## src/rtl/gcd_pkg.sv

```systemverilog
// Shared definitions for the GCD unit, its requester and benches:
// requester state encoding, default operand width and the input-word packer.
package gcd_pkg;

    localparam int GCD_WIDTH = 16;

    typedef enum logic [2:0] {
        GCDR_IDLE  = 3'd0,
        GCDR_ISSUE = 3'd1,
        GCDR_WAIT  = 3'd2,
        GCDR_RESP  = 3'd3,
        GCDR_DRAIN = 3'd4
    } gcdr_state_e;

    // A sits in the low half of the GCD input word, B in the high half.
    function automatic logic [2*GCD_WIDTH-1:0] gcd_pack(input logic [GCD_WIDTH-1:0] a,
                                                        input logic [GCD_WIDTH-1:0] b);
        return {b, a};
    endfunction

endpackage

```

## src/rtl/gcd_requester.sv

```systemverilog
// Host-side initiator for the GCD unit: issues one operand pair at a time, captures the
// unbuffered result pulse, returns it with backpressure, and recovers from hung requests.
module gcd_requester
    import gcd_pkg::*;
#(
    parameter int WIDTH   = 16,
    parameter int TIMEOUT = 1024
) (
    input  logic               clk,
    input  logic               reset,
    input  logic               io_req_valid,
    input  logic [WIDTH-1:0]   io_req_a,
    input  logic [WIDTH-1:0]   io_req_b,
    output logic               io_req_ready,
    output logic               io_resp_valid,
    output logic [WIDTH-1:0]   io_resp_data,
    output logic               io_resp_timeout,
    input  logic               io_resp_ready,
    output logic               io_gcd_in_valid,
    output logic [2*WIDTH-1:0] io_gcd_in_data,
    input  logic               io_gcd_in_ready,
    input  logic               io_gcd_out_valid,
    input  logic [WIDTH-1:0]   io_gcd_out_data,
    output logic [15:0]        io_done_count,
    output logic [7:0]         io_timeout_count
);

    // Handshakes: a transfer happens on a rising edge where valid and ready are both high;
    // valid and its payload hold until that edge. The GCD result pulse has no ready.
    localparam int TW = (TIMEOUT > 2) ? $clog2(TIMEOUT) : 1;
    localparam logic [TW-1:0] TIMER_LAST = TW'(TIMEOUT - 1);

    gcdr_state_e      state_q, state_d;
    logic [WIDTH-1:0] a_q, a_d, b_q, b_d;
    logic [WIDTH-1:0] resp_data_q, resp_data_d;
    logic             resp_timeout_q, resp_timeout_d;
    logic             drain_q, drain_d;
    logic             stale_seen_q, stale_seen_d;
    logic [TW-1:0]    timer_q, timer_d;
    logic [15:0]      done_count_q, done_count_d;
    logic [7:0]       timeout_count_q, timeout_count_d;
    logic             req_ready_q, req_ready_d;

    always_comb begin
        state_d         = state_q;
        a_d             = a_q;
        b_d             = b_q;
        resp_data_d     = resp_data_q;
        resp_timeout_d  = resp_timeout_q;
        drain_d         = drain_q;
        stale_seen_d    = stale_seen_q;
        timer_d         = timer_q;
        done_count_d    = done_count_q;
        timeout_count_d = timeout_count_q;
        case (state_q)
            GCDR_IDLE: begin
                if (io_req_valid) begin
                    a_d = io_req_a;
                    b_d = io_req_b;
                    // The GCD unit never finishes with A==0, so answer B directly.
                    if (io_req_a == '0) begin
                        resp_data_d    = io_req_b;
                        resp_timeout_d = 1'b0;
                        state_d        = GCDR_RESP;
                    end else begin
                        state_d = GCDR_ISSUE;
                    end
                end
            end
            GCDR_ISSUE: begin
                if (io_gcd_in_ready) begin
                    timer_d = '0;
                    state_d = GCDR_WAIT;
                end
            end
            GCDR_WAIT: begin
                timer_d = timer_q + 1'b1;
                if (io_gcd_out_valid) begin
                    resp_data_d    = io_gcd_out_data;
                    resp_timeout_d = 1'b0;
                    state_d        = GCDR_RESP;
                end else if (timer_q == TIMER_LAST) begin
                    resp_data_d    = '0;
                    resp_timeout_d = 1'b1;
                    drain_d        = 1'b1;
                    stale_seen_d   = 1'b0;
                    state_d        = GCDR_RESP;
                end
            end
            GCDR_RESP: begin
                if (drain_q && io_gcd_out_valid) begin
                    stale_seen_d = 1'b1;
                end
                if (io_resp_ready) begin
                    if (resp_timeout_q) begin
                        if (timeout_count_q != 8'hFF) begin
                            timeout_count_d = timeout_count_q + 8'd1;
                        end
                    end else begin
                        done_count_d = done_count_q + 16'd1;
                    end
                    // A late result already seen here (or this cycle) settles the drain.
                    if (drain_q && !(stale_seen_q || io_gcd_out_valid)) begin
                        state_d = GCDR_DRAIN;
                    end else begin
                        drain_d      = 1'b0;
                        stale_seen_d = 1'b0;
                        state_d      = GCDR_IDLE;
                    end
                end
            end
            GCDR_DRAIN: begin
                if (io_gcd_out_valid) begin
                    drain_d = 1'b0;
                    state_d = GCDR_IDLE;
                end
            end
            default: state_d = GCDR_IDLE;
        endcase
        req_ready_d = (state_d == GCDR_IDLE);
    end

    always_ff @(posedge clk) begin
        if (reset) begin
            state_q         <= GCDR_IDLE;
            a_q             <= '0;
            b_q             <= '0;
            resp_data_q     <= '0;
            resp_timeout_q  <= 1'b0;
            drain_q         <= 1'b0;
            stale_seen_q    <= 1'b0;
            timer_q         <= '0;
            done_count_q    <= '0;
            timeout_count_q <= '0;
            req_ready_q     <= 1'b0;
        end else begin
            state_q         <= state_d;
            a_q             <= a_d;
            b_q             <= b_d;
            resp_data_q     <= resp_data_d;
            resp_timeout_q  <= resp_timeout_d;
            drain_q         <= drain_d;
            stale_seen_q    <= stale_seen_d;
            timer_q         <= timer_d;
            done_count_q    <= done_count_d;
            timeout_count_q <= timeout_count_d;
            req_ready_q     <= req_ready_d;
        end
    end

    // req_ready is its own register so it can read 0 while reset is held.
    assign io_req_ready     = req_ready_q;
    assign io_resp_valid    = (state_q == GCDR_RESP);
    assign io_resp_data     = resp_data_q;
    assign io_resp_timeout  = resp_timeout_q;
    assign io_gcd_in_valid  = (state_q == GCDR_ISSUE);
    assign io_done_count    = done_count_q;
    assign io_timeout_count = timeout_count_q;

    if (WIDTH == GCD_WIDTH) begin : g_pack
        assign io_gcd_in_data = gcd_pack(a_q, b_q);
    end else begin : g_concat
        assign io_gcd_in_data = {b_q, a_q};
    end

endmodule

```

## config.mk

```make
export PLATFORM = sky130hd
export DESIGN_NAME = gcd_requester
export DESIGN_NICKNAME = d
export VERILOG_FILES = /design/src/rtl/gcd_pkg.sv /design/src/rtl/gcd_requester.sv
export SDC_FILE = /design/constraint.sdc
export NUM_CORES = 1
export LEC_CHECK = 0
export BUFFER_PORTS_ARGS = -buffer_cell sky130_fd_sc_hd__buf_2
export CAP_MARGIN = 25
export CORE_AREA = 5 5 100 102
export DETAILED_ROUTE_END_ITERATION = 8
export DIE_AREA = 0 0 105 107
export PLACE_DENSITY = 0.75
export SLEW_MARGIN = 40
export SYNTH_ARGS = -nofsm -noshare
export SYNTH_HDL_FRONTEND = slang
export SYNTH_SLANG_ARGS = --single-unit
export TNS_END_PERCENT = 10
```

## constraint.sdc

```tcl
create_clock -name clk -period 1.93 [get_ports clk]
set_input_delay 0.193 -clock clk [delete_from_list [all_inputs] [get_ports clk]]
set_output_delay 0.193 -clock clk [all_outputs]
set_load 0.05 [all_outputs]
```

==> results.ini, run 1 <==
[sta]
setup_viol = 17
max_freq_ghz = 0.494
worst_slew_margin_rel_pct = 57.2
period_needed_ns = 2.02
fin_ws_ns = -0.0944
finClkSkew_ns = 0.0115
tightestPinTransition_ns = 0.642
hold_violations = 0
slew_viol_final = 0
rsz0062_at_grt = yes
post-route-period-util_pct = 105

[critical_path]
startpoint_type = flop
crit_type = flop to flop
worstPathRequired_ns = 2.20
critPathCaptureType = flop
r2r_slack_ns = -0.09
worstReg2RegEnd = io_resp_data[13]$_SDFFE_PP0P_
cp.arrival_ns = 2.29
r2r-start = timer_q[1]$_SDFFE_PP0P_
cp_max_fo = 4
reg2regPathDepth = 8

[global_route]
busiest_layer = met2
use_met1_pct = 23.7
antenna_found_initial = 0
grt_max_degree = 35
use_met2_pct = 32.1
grt_pass1_wl_um = 17800
grt-ovfl-total = 0
use_met3_pct = 4.52
grt_pass1_vias = 3710
grt_use_total_pct = 19.2

[floorplan]
io_pins = 130
fp.dieArea_um2 = 11200
rows = 35
die_w_um = 105
core_region_area_um2 = 9020
dieHeight_um = 107
initial_core_util_pct = 44.2

[min_path]
min_path_type = primary input to flop
hold_start = io_req_a[7]
hold_end = a_q[7]$_SDFFE_PP0P_
holdPathStages = 3

[clocking]
path_clk_slew_ns = 0.09
h-tree-depth = 3
cts_buffers = 9
postCtsHoldBufs = 0
clockBufferDepth = 2
clock-sinks = 89
cts_tree = done
cts_root_buffer = clkbuf_8
clkLatencyLatePin_ns = 0.36

[status]
violations = negative setup slack
status = complete, but fails checks

[synth]
syn_area_per_cell_um2 = 8.40
synth_nets = 532
syn-cell-area_um2 = 3990
synth_area_leaders = dfxtp_1 45%, nand2_1 9.5%, a21oi_1 7.5%
synth_ff_type = dfxtp_1
synth_top_cell_area_share_pct = 44.7
async_flop_share_pct = 0
ys_types = 52
ys_warn_count = 0
yosysTopAreaCell = dfxtp_1
synthesis.instances = 475
seq_area_frac_synth_pct = 44.7
ys_ff_latch = 89
synth_edf_count = 0

[routing]
totalWireLength_um = 11400
vias_per_cell = 5.42
wl_per_cell_um = 15.6
drc = 0
vias = 3968
detail-route-antenna-nets = 0
drt-initial-drc-count = 260
drt_pass1_iterations = 4

[place]
hpwl_um = 8170
io_buffers = 129
place_area_um2 = 4870
routabilityCongestion = 0.873

[cells_and_area]
seq_area_um2 = 1790
finalInstanceArea_um2 = 5180
finish.utilization_pct = 57.4
drive_gt1_share_pct = 33.2
nFillCells = 810
multi_input_area_um2 = 2060
nets = 673
final_cell_mix = 129 x buf_2, 101 x nand2_1, 85 x dfxtp_1
final_common_cell = buf_2
area_growth_syn_to_layout_pct = 29.8
diodes = 0

[job]
cap_violations = 0

[power]
p_leak_nw = 2.18
power_density_nw_per_um2 = 782
ir_drop_v = 0.000393

[timing repair]
action	in CTS	in global routing
buffers inserted	1	3
pin swaps	2	15
endpoints found under the setup margin	13	17
gates resized for setup	3	11
gates cloned	1	1
[stage by stage]
step                      TNS (ns)  cells  worst slack (ns)  hold slack, ns  power, mW
after floorplan             -0.918    475           -0.0968           0.329       2.50
after global routing         -1.97    732            -0.149          0.0564       4.21
after global placement           0    711            0.0336           0.438       2.73
after CTS                        0    729          0.000599          0.0685       4.05
after detailed placement    -0.156    711           -0.0453           0.443       2.75
final                       -0.845    732           -0.0944          0.0729       4.05
[sequential cells by signal, indices dropped and copies added, names as in the netlist]
register and flops:
stale_seen_q 1, a_q 16, timer_q 10, io_timeout_count 8, drain_q 1, io_resp_timeout 1, io_done_count 16, io_resp_data 16
b_q 16, io_req_ready 1, state_q 3
[critical path, cell delays in order (launching register included)]
cell	delay [ns]
dfxtp_4	0.38
ha_4	0.16
nand4_4	0.11
or3_4	0.41
a32oi_4	0.27
buf_4	0.18
clkbuf_16	0.13
a21oi_1	0.07
a311oi_2	0.24
[worst max path at each step]
stage,from,to,cells past startpoint
5_1_grt,timer_q[1]$_SDFFE_PP0P_,io_resp_data[14]$_SDFFE_PP0P_,8
3_5_place_dp,io_req_a[2],io_resp_data[1]$_SDFFE_PP0P_,7
3_3_place_gp,io_req_a[2],io_resp_data[13]$_SDFFE_PP0P_,7
6_report,timer_q[1]$_SDFFE_PP0P_,io_resp_data[13]$_SDFFE_PP0P_,8
4_1_cts,timer_q[1]$_SDFFE_PP0P_,io_resp_data[8]$_SDFFE_PP0P_,8
2_1_floorplan,timer_q[0]$_SDFFE_PP0P_,io_resp_data[10]$_SDFFE_PP0P_,8
[cell type report]
cell class,instances,area share (%)
repair buffers,160,18.6
clock buffers,11,2.54
flip-flops and latches,89,34.6
well taps,111,2.68
clock inverters,5,1.23
inverters,8,0.580
multi-input cells,348,39.8
[cells by family (layout without fill, tap and decap cells)]
group                      after synthesis  in the layout  share of synthesized area [%]
xor gates and xnor gates                18             18                           3.95
and+or+nand+nor                        224            224                           27.8
AOI/OAI and AO/OA                      100            100                           17.2
adders and majority gates                3              3                          0.941
muxes                                    3              3                          0.784
DFF                                     89             89                           44.7
buffers and inverters                   38            184                           4.73
[cell usage after synthesis, types with 2 or more instances]
cell and count:
dfxtp_1 89, buf_4 2, buf_2 4, clkbuf_1 20
nand2_1 101, or4_1 3, o21ai_0 9, nor4_1 6
nor4b_2 2, a311oi_2 9, buf_6 3, nor2_1 37
xnor2_1 10, nand2b_1 3, and2_1 4, and3_1 4
ha_1 3, nand4_1 8, inv_1 7, nor3_1 7
xor2_1 8, nor2b_1 3, o21a_1 2, and4_1 2
nor4_2 2, nor3b_1 2, or3_1 5, a21oi_1 60
mux2i_1 2, nand3_1 27, a311oi_1 10
[metal layers]
metal	wire, um	part of all wire, %
met1	4860	43
met3	689	6.0
met5	0	0
met2	5570	49
met4	292	2.6
[report_power, final]
part / switching [mW] / internal, mW
sequential: 0.0405 / 1.91
clock: 0.691 / 0.610
combinational: 0.548 / 0.254
No activity file was read; power rests on OpenSTA's default activity.
==> run 2: changes to the inputs <==
--- a/config.mk
+++ b/config.mk
@@ -5,12 +5,13 @@
 export SDC_FILE = /design/constraint.sdc
 export NUM_CORES = 1
 export LEC_CHECK = 0
+export ABC_AREA = 1
 export BUFFER_PORTS_ARGS = -buffer_cell sky130_fd_sc_hd__buf_2
 export CAP_MARGIN = 25
-export CORE_AREA = 5 5 100 102
+export CORE_AREA = 5 5 102 104
 export DETAILED_ROUTE_END_ITERATION = 8
-export DIE_AREA = 0 0 105 107
-export PLACE_DENSITY = 0.75
+export DIE_AREA = 0 0 107 109
+export PLACE_DENSITY = 0.76
 export SLEW_MARGIN = 40
 export SYNTH_ARGS = -nofsm -noshare
 export SYNTH_HDL_FRONTEND = slang
==> results.ini, run 2 <==
[floorplan]
io_pins = 130  ; unchanged
dieHeight_um = 109  ; +1.9%
fp.dieArea_um2 = 11700  ; +3.8%
rows = 36  ; +2.9%
initial_core_util_pct = 45.3  ; +1.1 points
die_w_um = 107  ; +1.9%
core_region_area_um2 = 9460  ; +4.9%

[synth]
synth_edf_count = 0  ; unchanged
ys_types = 26  ; -50%
ys_ff_latch = 89  ; unchanged
synth_common_cells = 226 x nand2_1, 89 x dfxtp_1, 77 x a21oi_1
synth_ff_type = dfxtp_1
synth-simple-area-share_pct = 34.2  ; +6.4 points
seq_area_frac_synth_pct = 41.6  ; -3.1 points
yosysTopAreaCell = dfxtp_1
synthAdderAreaFrac_pct = 0.876  ; -0.065 points
ys_warn_count = 0  ; unchanged
syn_area_per_cell_um2 = 6.53  ; -22%
synthXorXnorAreaFrac_pct = 1.02  ; -2.9 points
synthesis.instances = 656  ; +38%
synth_nets = 713  ; +34%
syn-cell-area_um2 = 4290  ; +7.4%
async_flop_share_pct = 0  ; unchanged
synth_top_family_by_area = simple AND/OR/NAND/NOR gates
synth_mux_area_share_pct = 0  ; -0.78 points
synth-compound-area-share_pct = 13.9  ; -3.3 points
synth_area_leaders = dfxtp_1 42%, nand2_1 20%, a21oi_1 9.0%
synth_most_common_cell = nand2_1
synth_top_cell_area_share_pct = 41.6  ; -3.1 points

[global_route]
grt_pass1_vias = 4037  ; +8.8%
grt_use_total_pct = 19.8  ; +0.62 points
grt_pass1_wl_um = 18700  ; +4.8%
antenna_found_initial = 0  ; unchanged
grt_max_degree = 49  ; +40%
grt-ovfl-total = 0  ; unchanged

[sta]
period_needed_ns = 1.70  ; -0.325 ns
tightestPinTransition_ns = 0.528  ; -0.113 ns
worst_slew_margin_rel_pct = 64.8  ; +7.6 points
tns_ns = 0  ; +0.845 ns
hold_violations = 0  ; unchanged
slew_viol_final = 0  ; unchanged
timing.hold.ws_ns = 0.0820  ; +0.00907 ns
finClkSkew_ns = 0.00941  ; -0.00211 ns
post-route-period-util_pct = 88.0  ; -17 points
max_freq_ghz = 0.589  ; +19%
setup_viol = 0  ; -17
rsz0062_at_grt = no

[routing]
detail-route-antenna-nets = 0  ; unchanged
drt-initial-drc-count = 350  ; +35%
drc = 0  ; unchanged
totalWireLength_um = 11700  ; +2.7%
vias_per_cell = 5.06  ; -6.6%
drt_pass1_iterations = 6  ; +2
vias = 4536  ; +14%
wl_per_cell_um = 13.1  ; -16%

[place]
io_buffers = 129  ; unchanged
hpwl_um = 8600  ; +5.3%
routabilityCongestion = 0.887  ; +1.6%

[critical_path]
crit_type = flop to flop
startpoint_type = flop
startpoint = io_timeout_count[1]$_SDFFE_PP0P_
cp.arrival_ns = 1.93  ; -0.36 ns
critPathCaptureType = flop
r2r-start = io_timeout_count[1]$_SDFFE_PP0P_
worstPathRequired_ns = 2.16  ; -0.04 ns
cp_max_fo = 12  ; +8

[cells_and_area]
final_common_cell = nand2_1
nets = 834  ; +24%
finish.utilization_pct = 55.7  ; -1.7 points
area_growth_syn_to_layout_pct = 22.9
diodes = 0  ; unchanged
final_cell_mix = 226 x nand2_1, 129 x buf_2, 89 x dfxtp_1
drive_gt1_share_pct = 22.3  ; -11 points

[clocking]
cts_setup_buffers = 0  ; -1
cts_root_buffer = clkbuf_8
postCtsHoldBufs = 0  ; unchanged
h-tree-depth = 3  ; unchanged
clockBufferDepth = 2  ; unchanged
cts_tree = done
cts_resized = 0  ; -3
clkLatencyLatePin_ns = 0.36  ; about the same
path_clk_slew_ns = 0.09  ; about the same
clock-sinks = 89  ; unchanged
cts_buffers = 9  ; unchanged

[job]
cap_violations = 0  ; unchanged

[status]
status = completed

[power]
power_density_nw_per_um2 = 812  ; +3.8%
p_leak_nw = 2.46  ; +13%
ir_drop_v = 0.000491  ; +25%

[min_path]
min_path_type = primary input to flop
hold_start = io_req_a[9]

==> run 2: logic make-up after synthesis <==
| group | count (synthesis) |
|---|---|
| flip-flops | 89 |
| AND/OR/NAND/NOR | 359 |
| XOR/XNOR | 5 |
| buffers and inverters | 85 |
| adder cells (fa/ha/maj) | 3 |
| AO/OA/AOI/OAI | 115 |
==> run 2: layer usage <==
metal  track usage (%)  share of wire (%)  wire (um)  vias up
li1                  -                  -          -     2315
met1              25.4                 43       5030     2057
met2              32.6                 49       5750      146
met3              3.49                6.0        702       18
met4              8.77                2.1        242        0
met5                 0                  0          0        -
==> run 2: stage by stage <==
| step | power (mW) | cell area, um^2 | std cells | setup slack, ns |
|---|---|---|---|---|
| 3_3_place_gp | 2.82 | 5040 | 880 | 0.300 |
| 6_report | 4.28 | 5270 | 896 | 0.231 |
| 3_5_place_dp | 2.84 | 5040 | 880 | 0.266 |
| 5_1_grt | 4.48 | 5270 | 896 | 0.0942 |
| 2_1_floorplan | 2.60 | 4290 | 656 | 0.132 |
| 4_1_cts | 4.30 | 5270 | 896 | 0.253 |
==> run 2: power breakdown <==
part	switching [mW]	leakage (nW)	internal (mW)	total (mW)
Sequential	0.0461	0.723	1.92	1.96
Clock	0.681	0.115	0.796	1.48
Combinational	0.608	1.62	0.231	0.839
==> run 2: cell type report <==
class                      instances  area, um^2
multi-input combinational        482        2140
timing repair buffer             139         758
sequential                        89        1780
fill                             931        4190
clock buffer                      11         151
inverter                          56         210
tap                              114         143
clock inverter                     5        77.6
==> run 2: path summary, 6_finish.rpt <==
kind | cells past startpoint | slack, ns | to
hold reg to reg | 2 | 0.47 | timer_q[3]$_SDFFE_PP0P_
hold / removal | 3 | 0.08 | a_q[9]$_SDFFE_PP0P_
setup reg to reg | 8 | 0.23 | io_timeout_count[7]$_SDFFE_PP0P_
setup / recovery | 8 | 0.23 | io_timeout_count[7]$_SDFFE_PP0P_
==> run 2: worst max-delay path, stage by stage (launching register included) <==
cell     delay, ns
dfxtp_1       0.40
ha_1          0.23
nand3_1       0.14
nor2_1        0.11
nand2_1       0.05
nand2_1       0.29
inv_1         0.18
nand2_1       0.11
a21oi_1       0.06
==> run 3: changes to the inputs <==
--- a/config.mk
+++ b/config.mk
@@ -8,10 +8,10 @@
 export ABC_AREA = 1
 export BUFFER_PORTS_ARGS = -buffer_cell sky130_fd_sc_hd__buf_2
 export CAP_MARGIN = 25
-export CORE_AREA = 5 5 102 104
+export CORE_AREA = 5 5 97 99
 export DETAILED_ROUTE_END_ITERATION = 8
-export DIE_AREA = 0 0 107 109
-export PLACE_DENSITY = 0.76
+export DIE_AREA = 0 0 102 104
+export PLACE_DENSITY = 0.8
 export SLEW_MARGIN = 40
 export SYNTH_ARGS = -nofsm -noshare
 export SYNTH_HDL_FRONTEND = slang
==> constraint.sdc (replaced) <==
create_clock -name clk -period 1.9 [get_ports clk]
set_input_delay 0.19 -clock clk [delete_from_list [all_inputs] [get_ports clk]]
set_output_delay 0.19 -clock clk [all_outputs]
set_load 0.05 [all_outputs]
==> results.ini, run 3 (synthesis gave the netlist of run 2 again) <==
[status]
status = completed

[power]
ir_drop_v = 0.000407  ; -17%
power_density_nw_per_um2 = 775  ; -4.5%
p_leak_nw = 2.44  ; -0.54%
p_total_mw = 4.06  ; -5.1%

[critical_path]
cp_max_fo = 4  ; -8
cp_top_family = buffers and inverters
cp_cell_sequence = inv_2, nor3_2, buf_2
cp_slowest_cell = dfxtp_1
critPathCaptureType = primary output
path_buf_inv = 2  ; +1
startpoint_type = flop
worstPathRequired_ns = 1.71  ; -0.45 ns
critPathMaxStageDelay_ns = 0.42  ; +0.02 ns
cp.arrival_ns = 1.46  ; -0.47 ns
crit_type = flop to primary output

[routing]
drc = 0  ; unchanged
totalWireLength_um = 11300  ; -3.3%
drt_pass1_iterations = 5  ; -1
vias = 4504  ; -0.71%
detail-route-antenna-nets = 0  ; unchanged
drt-initial-drc-count = 175  ; -50%
wl_per_cell_um = 12.7  ; -2.9%
vias_per_cell = 5.05  ; -0.26%

[clocking]
h-tree-depth = 3  ; unchanged
cts_setup_buffers = 0  ; unchanged
clkLatencyLatePin_ns = 0.36  ; about the same
cts_root_buffer = clkbuf_8
cts_resized = 0  ; unchanged
clockBufferDepth = 2  ; unchanged
cts_buffers = 9  ; unchanged
postCtsHoldBufs = 0  ; unchanged
cts_tree = done
clock-sinks = 89  ; unchanged
path_clk_slew_ns = 0.09  ; about the same

[cells_and_area]
nets = 836  ; +0.24%
final_common_cell = nand2_1
drive_gt1_share_pct = 22.4  ; +0.20 points
area_growth_syn_to_layout_pct = 22.2
diodes = 0  ; unchanged
final_cell_mix = 226 x nand2_1, 129 x buf_2, 89 x dfxtp_1

[floorplan]
io_pins = 130  ; unchanged
core_region_area_um2 = 8470  ; -11%
dieHeight_um = 104  ; -4.6%
initial_core_util_pct = 50.6  ; +5.3 points
die_w_um = 102  ; -4.7%
fp.dieArea_um2 = 10600  ; -9.0%
rows = 34  ; -5.6%

[sta]
slew_viol_final = 0  ; unchanged
worst_slew_margin_rel_pct = 64.1  ; -0.65 points
rsz0062_at_grt = no
hold_violations = 0  ; unchanged
tns_ns = 0  ; unchanged
finClkSkew_ns = 0.0130  ; +0.00356 ns
setup_viol = 0  ; unchanged
post-route-period-util_pct = 86.8
timing.hold.ws_ns = 0.0765  ; -0.00551 ns
max_freq_ghz = 0.607
tightestPinTransition_ns = 0.538  ; +0.00971 ns
period_needed_ns = 1.65

[global_route]
grt_pass1_vias = 4130  ; +2.3%
grt_use_total_pct = 21.5  ; +1.7 points
grt-ovfl-total = 0  ; unchanged
antenna_found_initial = 0  ; unchanged
grt_pass1_wl_um = 18800  ; +0.89%
grt_max_degree = 49  ; unchanged

[place]
io_buffers = 129  ; unchanged
hpwl_um = 8530  ; -0.85%
routabilityCongestion = 0.877  ; -1.2%

[job]
cap_violations = 0  ; unchanged

[min_path]
min_path_type = primary input to flop

run 3: changes by cell type in the layout (fill, tap and decap cells not counted), sizes merged:
cell / change
buf: +2
bufinv: -2
clkbuf: -2
clkinvlp: +1
inv: +3
run 3: metal layers:
| metal | up-vias | GRT usage, % | part of all wire, % |
|---|---|---|---|
| met1 | 2015 | 29.2 | 44 |
| met3 | 14 | 3.89 | 6.6 |
| met2 | 148 | 33.8 | 48 |
| met5 | - | 0 | 0 |
| met4 | 0 | 7.97 | 1.4 |
| li1 | 2327 | - | - |
run 3: worst paths after layout:
path / from / to / slack, ns / depth (start not counted)
setup reg to reg: io_timeout_count[1]$_SDFFE_PP0P_ / io_timeout_count[7]$_SDFFE_PP0P_ / 0.26 / 8
setup / recovery: state_q[0]$_SDFF_PP0_ / io_gcd_in_valid / 0.25 / 3
hold reg to reg: b_q[14]$_SDFFE_PP0P_ / b_q[14]$_SDFFE_PP0P_ / 0.46 / 2
hold / removal: io_req_a[10] / a_q[10]$_SDFFE_PP0P_ / 0.08 / 3
run 3: layout make-up:
type | instances | area [um^2]
Clock buffer | 9 | 124
Clock inverter | 7 | 53.8
Fill cell | 787 | 3230
Inverter | 56 | 210
Multi-Input combinational cell | 482 | 2140
Sequential cell | 89 | 1780
Tap cell | 108 | 135
Timing Repair Buffer | 141 | 786
run 3: power breakdown:
part	switching (mW)	leakage, nW	total, mW	internal, mW
clock	0.716	0.0879	1.20	0.489
combinational	0.617	1.63	0.861	0.244
sequential	0.0468	0.723	1.99	1.95
run 3: stage by stage:
step                util (%)  instance area [um^2]  instances  setup slack, ns
floorplan                  -                  4290        656            0.102
finish                  61.8                  5240        892            0.252
CTS                     61.8                  5240        892            0.240
global placement        59.7                  5060        876            0.344
global route            61.8                  5240        892           0.0656
detailed placement      59.7                  5060        876            0.278
run 3: tightest hold or removal path, delay by kind of cell:
kind | cells | cell delay [ns]
and+or+nand+nor | 1 | 0.05
buffers and inverters | 1 | 0.10
AOI/OAI and AO/OA | 1 | 0.05
